`src/rtl/bomb_game_sequencer.sv`:
```
`default_nettype none
// ============================================================================
// Module   : bomb_game_sequencer
// Purpose  : Game-phase controller for the bomb-defusal game.
//            Home -> Flow puzzle -> Defuse (wire cut) -> Win / Lose.
//            It owns the countdown, strikes, penalties and the win/lose
//            verdict. It also drives the screen muxes and the minigame resets.
// Revision : 1.0 - initial release
// ============================================================================
module bomb_game_sequencer #(
  parameter int TICK_DIV    = 100_000_000,
  parameter int TIME_SEC    = 60,
  parameter int PENALTY_SEC = 10,
  parameter int MAX_STRIKES = 3
) (
  input  logic       basys_clock,
  input  logic       reset_n,
  input  logic       arm,
  input  logic       is_connected,
  input  logic [2:0] wire_to_cut,
  input  logic       cut_valid,
  input  logic [2:0] cut_id,
  output logic [2:0] phase,
  output logic [6:0] seconds,
  output logic [3:0] sec_tens,
  output logic [3:0] sec_ones,
  output logic [1:0] strikes,
  output logic       game_rst,
  output logic       tick,
  output logic       win,
  output logic       lose
);

  localparam int                   PRESC_W      = (TICK_DIV > 1) ? $clog2(TICK_DIV) : 1;
  localparam logic [PRESC_W-1:0]   PRESC_LAST   = PRESC_W'(TICK_DIV - 1);
  localparam logic [PRESC_W-1:0]   PRESC_ONE    = PRESC_W'(1);
  localparam logic [6:0]           SEC_INIT     = 7'(TIME_SEC);
  localparam logic [7:0]           PENALTY      = 8'(PENALTY_SEC);
  localparam logic [1:0]           STRIKE_LIMIT = 2'(MAX_STRIKES);

  typedef enum logic [2:0] {
    S_HOME   = 3'd0,
    S_FLOW   = 3'd1,
    S_DEFUSE = 3'd2,
    S_WIN    = 3'd3,
    S_LOSE   = 3'd4
  } state_t;

  state_t             state_q, state_d;
  logic [6:0]         seconds_q, seconds_d;
  logic [1:0]         strikes_q, strikes_d;
  logic [PRESC_W-1:0] presc_q, presc_d;
  logic               tick_q, tick_d;
  logic               game_rst_q, win_q, lose_q;

  logic               w_terminal;
  logic [7:0]         w_loss;
  logic [7:0]         w_sec_ext;
  logic [6:0]         w_sec_after;
  logic [1:0]         w_strikes_inc;
  logic               w_strike_out;

  // The prescaler is at its last count, so this edge is a countdown second.
  assign w_terminal    = (presc_q == PRESC_LAST);
  assign w_sec_ext     = {1'b0, seconds_q};
  assign w_strikes_inc = (strikes_q == STRIKE_LIMIT) ? strikes_q : strikes_q + 2'd1;

  // Next-state logic. A correct cut preempts the countdown for that edge.
  // A wrong cut stacks its penalty on a coincident tick.
  always_comb begin
    state_d      = state_q;
    seconds_d    = seconds_q;
    strikes_d    = strikes_q;
    presc_d      = presc_q;
    tick_d       = 1'b0;
    w_loss       = 8'd0;
    w_sec_after  = seconds_q;
    w_strike_out = 1'b0;

    if (state_q != S_HOME && !arm) begin
      // Abort: return home with a fresh bomb.
      state_d   = S_HOME;
      seconds_d = SEC_INIT;
      strikes_d = 2'd0;
      presc_d   = '0;
    end else begin
      case (state_q)
        S_HOME: begin
          seconds_d = SEC_INIT;
          strikes_d = 2'd0;
          presc_d   = '0;
          if (arm) state_d = S_FLOW;
        end
        S_FLOW, S_DEFUSE: begin
          if (state_q == S_DEFUSE && cut_valid && cut_id == wire_to_cut) begin
            state_d = S_WIN;
          end else begin
            presc_d = w_terminal ? '0 : presc_q + PRESC_ONE;
            tick_d  = w_terminal;
            w_loss  = {7'd0, w_terminal};
            if (state_q == S_DEFUSE && cut_valid) begin
              strikes_d = w_strikes_inc;
              if (w_strikes_inc == STRIKE_LIMIT) w_strike_out = 1'b1;
              else                               w_loss = w_loss + PENALTY;
            end
            w_sec_after = (w_sec_ext <= w_loss) ? 7'd0 : 7'(w_sec_ext - w_loss);
            seconds_d   = w_sec_after;
            if (w_strike_out || w_sec_after == 7'd0) state_d = S_LOSE;
            else if (state_q == S_FLOW && is_connected) state_d = S_DEFUSE;
          end
        end
        S_WIN, S_LOSE: begin
          // Terminal phases keep their state frozen until an abort or reset.
        end
        default: begin
          state_d = S_HOME;
        end
      endcase
    end
  end

  // State and output registers. Flags are decoded from the next state so they line up with phase.
  always_ff @(posedge basys_clock) begin
    if (!reset_n) begin
      state_q    <= S_HOME;
      seconds_q  <= SEC_INIT;
      strikes_q  <= 2'd0;
      presc_q    <= '0;
      tick_q     <= 1'b0;
      game_rst_q <= 1'b1;
      win_q      <= 1'b0;
      lose_q     <= 1'b0;
    end else begin
      state_q    <= state_d;
      seconds_q  <= seconds_d;
      strikes_q  <= strikes_d;
      presc_q    <= presc_d;
      tick_q     <= tick_d;
      game_rst_q <= (state_d == S_HOME);
      win_q      <= (state_d == S_WIN);
      lose_q     <= (state_d == S_LOSE);
    end
  end

  assign phase    = state_q;
  assign seconds  = seconds_q;
  assign strikes  = strikes_q;
  assign tick     = tick_q;
  assign game_rst = game_rst_q;
  assign win      = win_q;
  assign lose     = lose_q;
  assign sec_tens = 4'(seconds_q / 7'd10);
  assign sec_ones = 4'(seconds_q % 7'd10);

endmodule
`default_nettype wire
```
`config.mk`:
```
export PLATFORM = sky130hd
export DESIGN_NAME = bomb_game_sequencer
export DESIGN_NICKNAME = d
export VERILOG_FILES = /design/src/rtl/bomb_game_sequencer.sv
export SDC_FILE = /design/constraint.sdc
export NUM_CORES = 1
export LEC_CHECK = 0
export CORE_MARGIN = 10
export CORE_UTILIZATION = 50
export DETAILED_ROUTE_END_ITERATION = 6
export HOLD_SLACK_MARGIN = 0.15
export PLACE_DENSITY_LB_ADDON = 0.12
export SETUP_SLACK_MARGIN = 0.3
export SYNTH_ARGS = -nofsm -noshare
export SYNTH_HDL_FRONTEND = slang
export SYNTH_SLANG_ARGS = --single-unit
```
`constraint.sdc`:
```
create_clock -name basys_clock -period 3.18 [get_ports basys_clock]
set_input_delay 0.477 -clock basys_clock [delete_from_list [all_inputs] [get_ports basys_clock]]
set_output_delay 0.477 -clock basys_clock [all_outputs]
set_load 0.005 [all_outputs]
```
Word level (Yosys, flattened, before mapping)
Cells that the tools add are included.
Cells by class
  reduce and logical (&&, ||, !) cells: 17
  div/mod/pow operators: 2
  $mul: 0
  equal/unequal tests: 12
  muxes and demuxes: 26
  add/sub/neg operators: 4
  shift-type cells: 0
  magnitude comparators: 1
  bitwise logic cells: 2
Operators with widths (number)
  $mux W27: 2
  $pmux W27 S2: 1
  $add A27 B1 Y27 const B: 1
  $eq A27 B27 Y1 const B: 1
  $mux W8: 3
  $mux W3: 5
  $mux W7: 2
  $pmux W7 S2: 1
  $mux W5: 2
  $eq A3 B2 Y1 const B: 3
  $pmux W3 S3: 1
  $le A7 B8 Y1: 1
  $div A7 B4 Y7 const B: 1
  $logic_not A7 Y1: 1
  $mod A7 B4 Y7 const B: 1
  $sub A7 B7 Y7: 1
  $eq A3 B3 Y1 const B: 2
  $logic_not A3 Y1: 2
  $mux W2: 3
  $reduce_or A2 Y1: 3
  $add A1 B4 Y5 const B: 1
  $mux W1: 5
  $eq A2 B2 Y1 const B: 2
  $logic_and A1 B1 Y1: 4
  other kinds (13): 15
Storage, ports and cells
  input port bits: 11
  bits in registers: 43
  latch bits: 0
  memory bits (writable): 0
  output and inout bits: 24
  memories: 0
  ROM bits: 0

Depth between registers and ports, before layout
  depth after elaboration: 17
  mapped depth: 14

Least setup slack after synthesis
Ideal clock, no wire load.
  path type: register to register
  start: register presc_q[14]
  end: register win_q (netlist: win)
  arrival: 3.087 ns
  period minus slack after synthesis: 3.215 ns
  library setup time: 0.129 ns
  buffers on the path: 1
  stages on the path, launching flop included: 15
  path slack: -0.035 ns
  path through: dfxtp_1 nand3_1 or4b_1 or4_4 inv_2 ha_1 inv_1 fa_1 o21ai_0 a32o_1 buf_2 a21o_1 o21ai_1 a32o_1 nor4bb_1
Between the ends
  longest elaborated chain between the ends: 16
  elaborated cells on any way between the ends: 17
  those cells by class: add/sub: 2; order compare: 1; eq/ne: 2; mux: 10; reduce/logical: 2
Ends and longest elaborated chain
  from (decl): RTL line 52  | logic [PRESC_W-1:0] presc_q, presc_d;
  from (signal assigned): RTL line 137  | presc_q <= presc_d;
  $eq A27 B27 Y1 (*): RTL line 64  | assign w_terminal = (presc_q == PRESC_LAST);
  net w_terminal: RTL line 56  | logic w_terminal;
  $add A1 B4 Y5: RTL line 104  | else w_loss = w_loss + PENALTY;
  $mux W5: RTL line 103  | if (w_strikes_inc == STRIKE_LIMIT) w_strike_out = 1'b1;
  $mux W5 (*): RTL line 101  | if (state_q == S_DEFUSE && cut_valid) begin
  $mux W8 (*): RTL line 95  | if (state_q == S_DEFUSE && cut_valid && cut_id == wire_to_cut) begin
  $mux W8 (*): RTL line 87  | case (state_q)
  $mux W8 (*): RTL line 80  | if (state_q != S_HOME && !arm) begin
  $sub A7 B7 Y7 / $le A7 B8 Y1 (equally long branches): RTL line 106  | w_sec_after = (w_sec_ext <= w_loss) ? 7'd0 : 7'(w_sec_ext - w_loss);
  $mux W7 (*): RTL line 106
  $logic_not A7 Y1 (*): RTL line 108  | if (w_strike_out || w_sec_after == 7'd0) state_d = S_LOSE;
  $logic_or A1 B1 Y1 (*): RTL line 108
  $mux W3 (*): RTL line 108
  $mux W3 (*): RTL line 95
  $pmux W3 S3 (*): RTL line 87
  $mux W3 (*): RTL line 80
  $eq A3 B2 Y1 (*): RTL line 140  | win_q <= (state_d == S_WIN);
  to (signal assigned): RTL line 140
  to (decl): RTL line 54  | logic game_rst_q, win_q, lose_q;
Mark *: on every way through the listed nets, which the timed path passes. The rest lies on a longest branch. The select of a mux whose other input is x is not followed.
A chain may end at the register's enable or synchronous reset.

Worst setup path after layout
Ends and elaborated chain as after synthesis.

==> flow_summary_export.csv <==
group,metric,value,unit
clock_network,cts_tree,"done",
worst_hold_path,min_path_type,"reg2reg",
cells_and_area,layoutNonFillerInstCount,482,
synth,synth_top_family_by_area,"simple AND/OR/NAND/NOR gates",
synth,yosysUniqueCellTypes,60,
synth,ys_seq_elements,43,
synth,synthMuxAreaShare,0.384,%
floorplanning,fp.dieW,92.2,um
outcome,outcome,"finished with violations",
worst_hold_path,hp-start,"presc_q[1]$_SDFFE_PP0P_",
synth,synth_compound_area_share,15.3,%
floorplanning,initial_core_util,51.4,%
routing,initialDrtViolationCount,137,
setup_path,cp_cell_sequence,"nand3_2, or4b_1, or4_4, inv_4, ha_4, inv_2, fa_2, nor4b_2, nand2_1, a31oi_4, o21ai_1, a32o_2, nor4bb_1",
setup_path,crit_required,3.35,ns
clock_network,clk_pin_slew,0.08,ns
global_routing,met1_usage,18.8,%
clock_network,root_buffer,"clkbuf_8",
synth,synth-simple-area-share,31.0,%
power,power,1.01,mW
setup_path,crit_fanout,4,
clock_network,insertion_delay,0.30,ns
routing,viasPerCell,5.78,
synth,ys_seq_area_share,33.0,%
timing,rsz0062_at_grt,"yes",
cells_and_area,area_delta_synth_final,45.3,%
synth,synth-adder-area-share,3.93,%
clock_network,cts_sinks,43,
global_routing,grt.busiest_layer,"met2",
timing,hold_viol,0,
timing,timing.final.ws_setup,-0.0861,ns
global_routing,grt_usage,16.2,%
outcome,violations,"setup timing",
clock_network,cts_hold_buf,0,
place,dp.cells,443,
global_routing,first_global_vias,2533,
routing,drtPass1Iterations,4,
cells_and_area,regArea,870,um^2
worst_hold_path,min_path_cells,2,
setup_path,critPathTopFamily,"simple AND/OR/NAND/NOR gates",
setup_path,cpPeakStageDelay,0.48,ns
global_routing,grt_first_pass_wirelength,11800,um
global_routing,antenna_found_initial,0,
floorplanning,fp-row-count,26,
synth,synth_edf_count,0,
timing,tns,-0.149,ns
routing,vias,2786,
clock_network,cts_buffers,5,
cells_and_area,diodes,0,
floorplanning,core_area,5070,um^2
cells_and_area,post-route-util,74.7,%
worst_hold_path,holdPathEnd,"presc_q[1]$_SDFFE_PP0P_",
cells_and_area,fin_nets,428,
clock_network,cts_buffer_depth,2,
global_routing,grt.overflow.total,0,
clock_network,cts.htree.levels,2,
floorplanning,dieHeight,92.2,um
global_routing,met3_usage,4.65,%
timing,finalSetupViolCount,2,
flow_run,max_cap_violations,0,
global_routing,grt_max_degree,25,
synth,synth_ff_type,"dfxtp_1",
timing,skew,0.00830,ns
global_routing,grt_use_met2,28.0,%
cells_and_area,drive_gt1_share,28.6,%
timing,period_minus_slack,3.27,ns
setup_path,arrival,3.44,ns
power,p_leak,1.49,nW
synth,yosys_warnings,0,
cells_and_area,multi_input_area,1860,um^2
synth,syn_area,2610,um^2
timing,final_max_slew_viol_count,0,
setup_path,cp_num_buf_inv,2,
power,powerDensity,267,nW/um^2
place,gp_congestion,0.874,
setup_path,ff2ff_setup_slack,-0.09,ns
synth,synth_async_sr_flop_share,0,%
setup_path,r2r_end,"win$_SDFF_PN0_",
setup_path,critPathKind,"reg2reg",
timing,slew-limit-headroom,53.9,%
timing,period_share,103,%
routing,drc,0,
synth,post_synth.cell_area_avg,7.95,um^2
routing,routed_wl,7770,um
place,numPortBuffers,34,
setup_path,worstReg2RegStart,"presc_q[14]$_SDFFE_PP0P_",
setup_path,worst_path_max_delay_cell,"or4b_1",
setup_path,reg2regPathDepth,13,
floorplanning,ios,35,
synth,synth_nets,345,
power,ir_drop,0.251,mV
timing,worst_pin_slew,0.691,ns
synth,postSynthCellCount,328,
place,hpwl,4730,um
setup_path,cp-end-kind,"register",
timing,max_freq,306,MHz
floorplanning,die_area,8510,um^2
routing,post_drt_wl_per_cell,16.1,um
setup_path,cp-start-kind,"register",
cells_and_area,fill_cells,376,
routing,ant_nets,0,
synth,synth_xor_area_share,10.4,%
## flip-flops by register name (all words and copies together), names as in the netlist
name      cells
seconds       7
game_rst      1
phase         3
lose          1
presc_q      27
win           1
strikes       2
tick          1
## layout make-up
type,count,share of cell area [%]
clock buffer,8,2.64
inverter,16,1.65
multi-input combinational,253,49.2
sequential,43,22.9
tap,70,2.31
timing repair buffer,92,21.3
## per-stage QoR
step | hold WS (ns) | setup slack, ns | area [um^2]
final | 0.488 | -0.0861 | 3790
after global routing | 0.514 | -0.173 | 3790
after CTS | 0.497 | 0.0379 | 3480
after detailed placement | 0.486 | -0.00684 | 3180
after global placement | 0.468 | 0.0429 | 3180
after floorplan | 0.452 | 0.141 | 2650
## logic make-up after synthesis
group,Yosys count
and+or+nand+nor,155
AOI/OAI and AO/OA,58
adders and majority gates,8
buffers and inverters,32
xor gates and xnor gates,31
muxes,1
DFF,43
## layer usage
metal | wire length (um) | part of all wire [%]
met1 | 3250 | 42
met2 | 4010 | 52
met3 | 371 | 4.8
met4 | 136 | 1.8
met5 | 0 | 0
## tightest hold or removal path: stages (launching register included)
cell	delay, ns
dfxtp_1	0.33
nand2_1	0.06
a21oi_1	0.06
## cell usage in the layout, fill, tap and decap left out, drive strengths merged, types with 5 or more instances in the layout
| cell type | synthesis | layout |
|---|---|---|
| buf | 11 | 58 |
| nor2 | 47 | 47 |
| dfxtp | 43 | 43 |
| clkdlybuf4s50 | 0 | 31 |
| xnor2 | 24 | 24 |
| nand2 | 24 | 24 |
| nor3 | 17 | 17 |
| inv | 16 | 16 |
| nand3 | 15 | 15 |
| o21ai | 15 | 15 |
| nand4 | 10 | 10 |
| nand2b | 9 | 9 |
| nor4 | 9 | 9 |
| a21oi | 8 | 8 |
| clkbuf | 5 | 8 |
| xor2 | 7 | 7 |
| a31oi | 6 | 6 |
| and3 | 5 | 5 |
| ha | 5 | 5 |
## cells in the mapped netlist (6+ instances only)
library cell	number	share of area, %
nor2_1	47	6.8
nand2_1	23	3.3
a31oi_1	6	1.4
inv_1	15	2.2
o21ai_0	12	2.3
nand4_1	9	2.2
nand3_1	15	2.9
nand2b_1	9	2.2
a21oi_1	8	1.5
nor4_1	9	2.2
dfxtp_1	43	33
xnor2_1	24	8.1
nor3_1	17	3.3
xor2_1	7	2.4
## power by group
part           total [mW]  internal [mW]  switching (mW)  leakage [nW]
sequential          0.545          0.541         0.00422         0.349
combinational      0.0822         0.0384          0.0438          1.09
clock               0.383          0.198           0.184        0.0515
total                1.01          0.778           0.232          1.49
## how the worst max path moves through the flow
stage                                         from             end  slack (ns)  cells after the start
after detailed placement  presc_q[13]$_SDFFE_PP0P_  win$_SDFF_PN0_      -0.007                     13
after floorplan           presc_q[14]$_SDFFE_PP0P_  win$_SDFF_PN0_        0.14                     13
after global routing      presc_q[13]$_SDFFE_PP0P_  win$_SDFF_PN0_       -0.17                     13
final                     presc_q[14]$_SDFFE_PP0P_  win$_SDFF_PN0_       -0.09                     13
after CTS                 presc_q[14]$_SDFFE_PP0P_  win$_SDFF_PN0_        0.04                     13
after global placement    presc_q[13]$_SDFFE_PP0P_  win$_SDFF_PN0_        0.04                     13
## timing repair
item / CTS / global route
buffers inserted: 21 / 9
endpoints found under the setup margin: 15 / 25
cloned: 0 / 1
pin swaps: 6 / 26
resized for setup: 13 / 56
(Power assumes the default switching activity.)
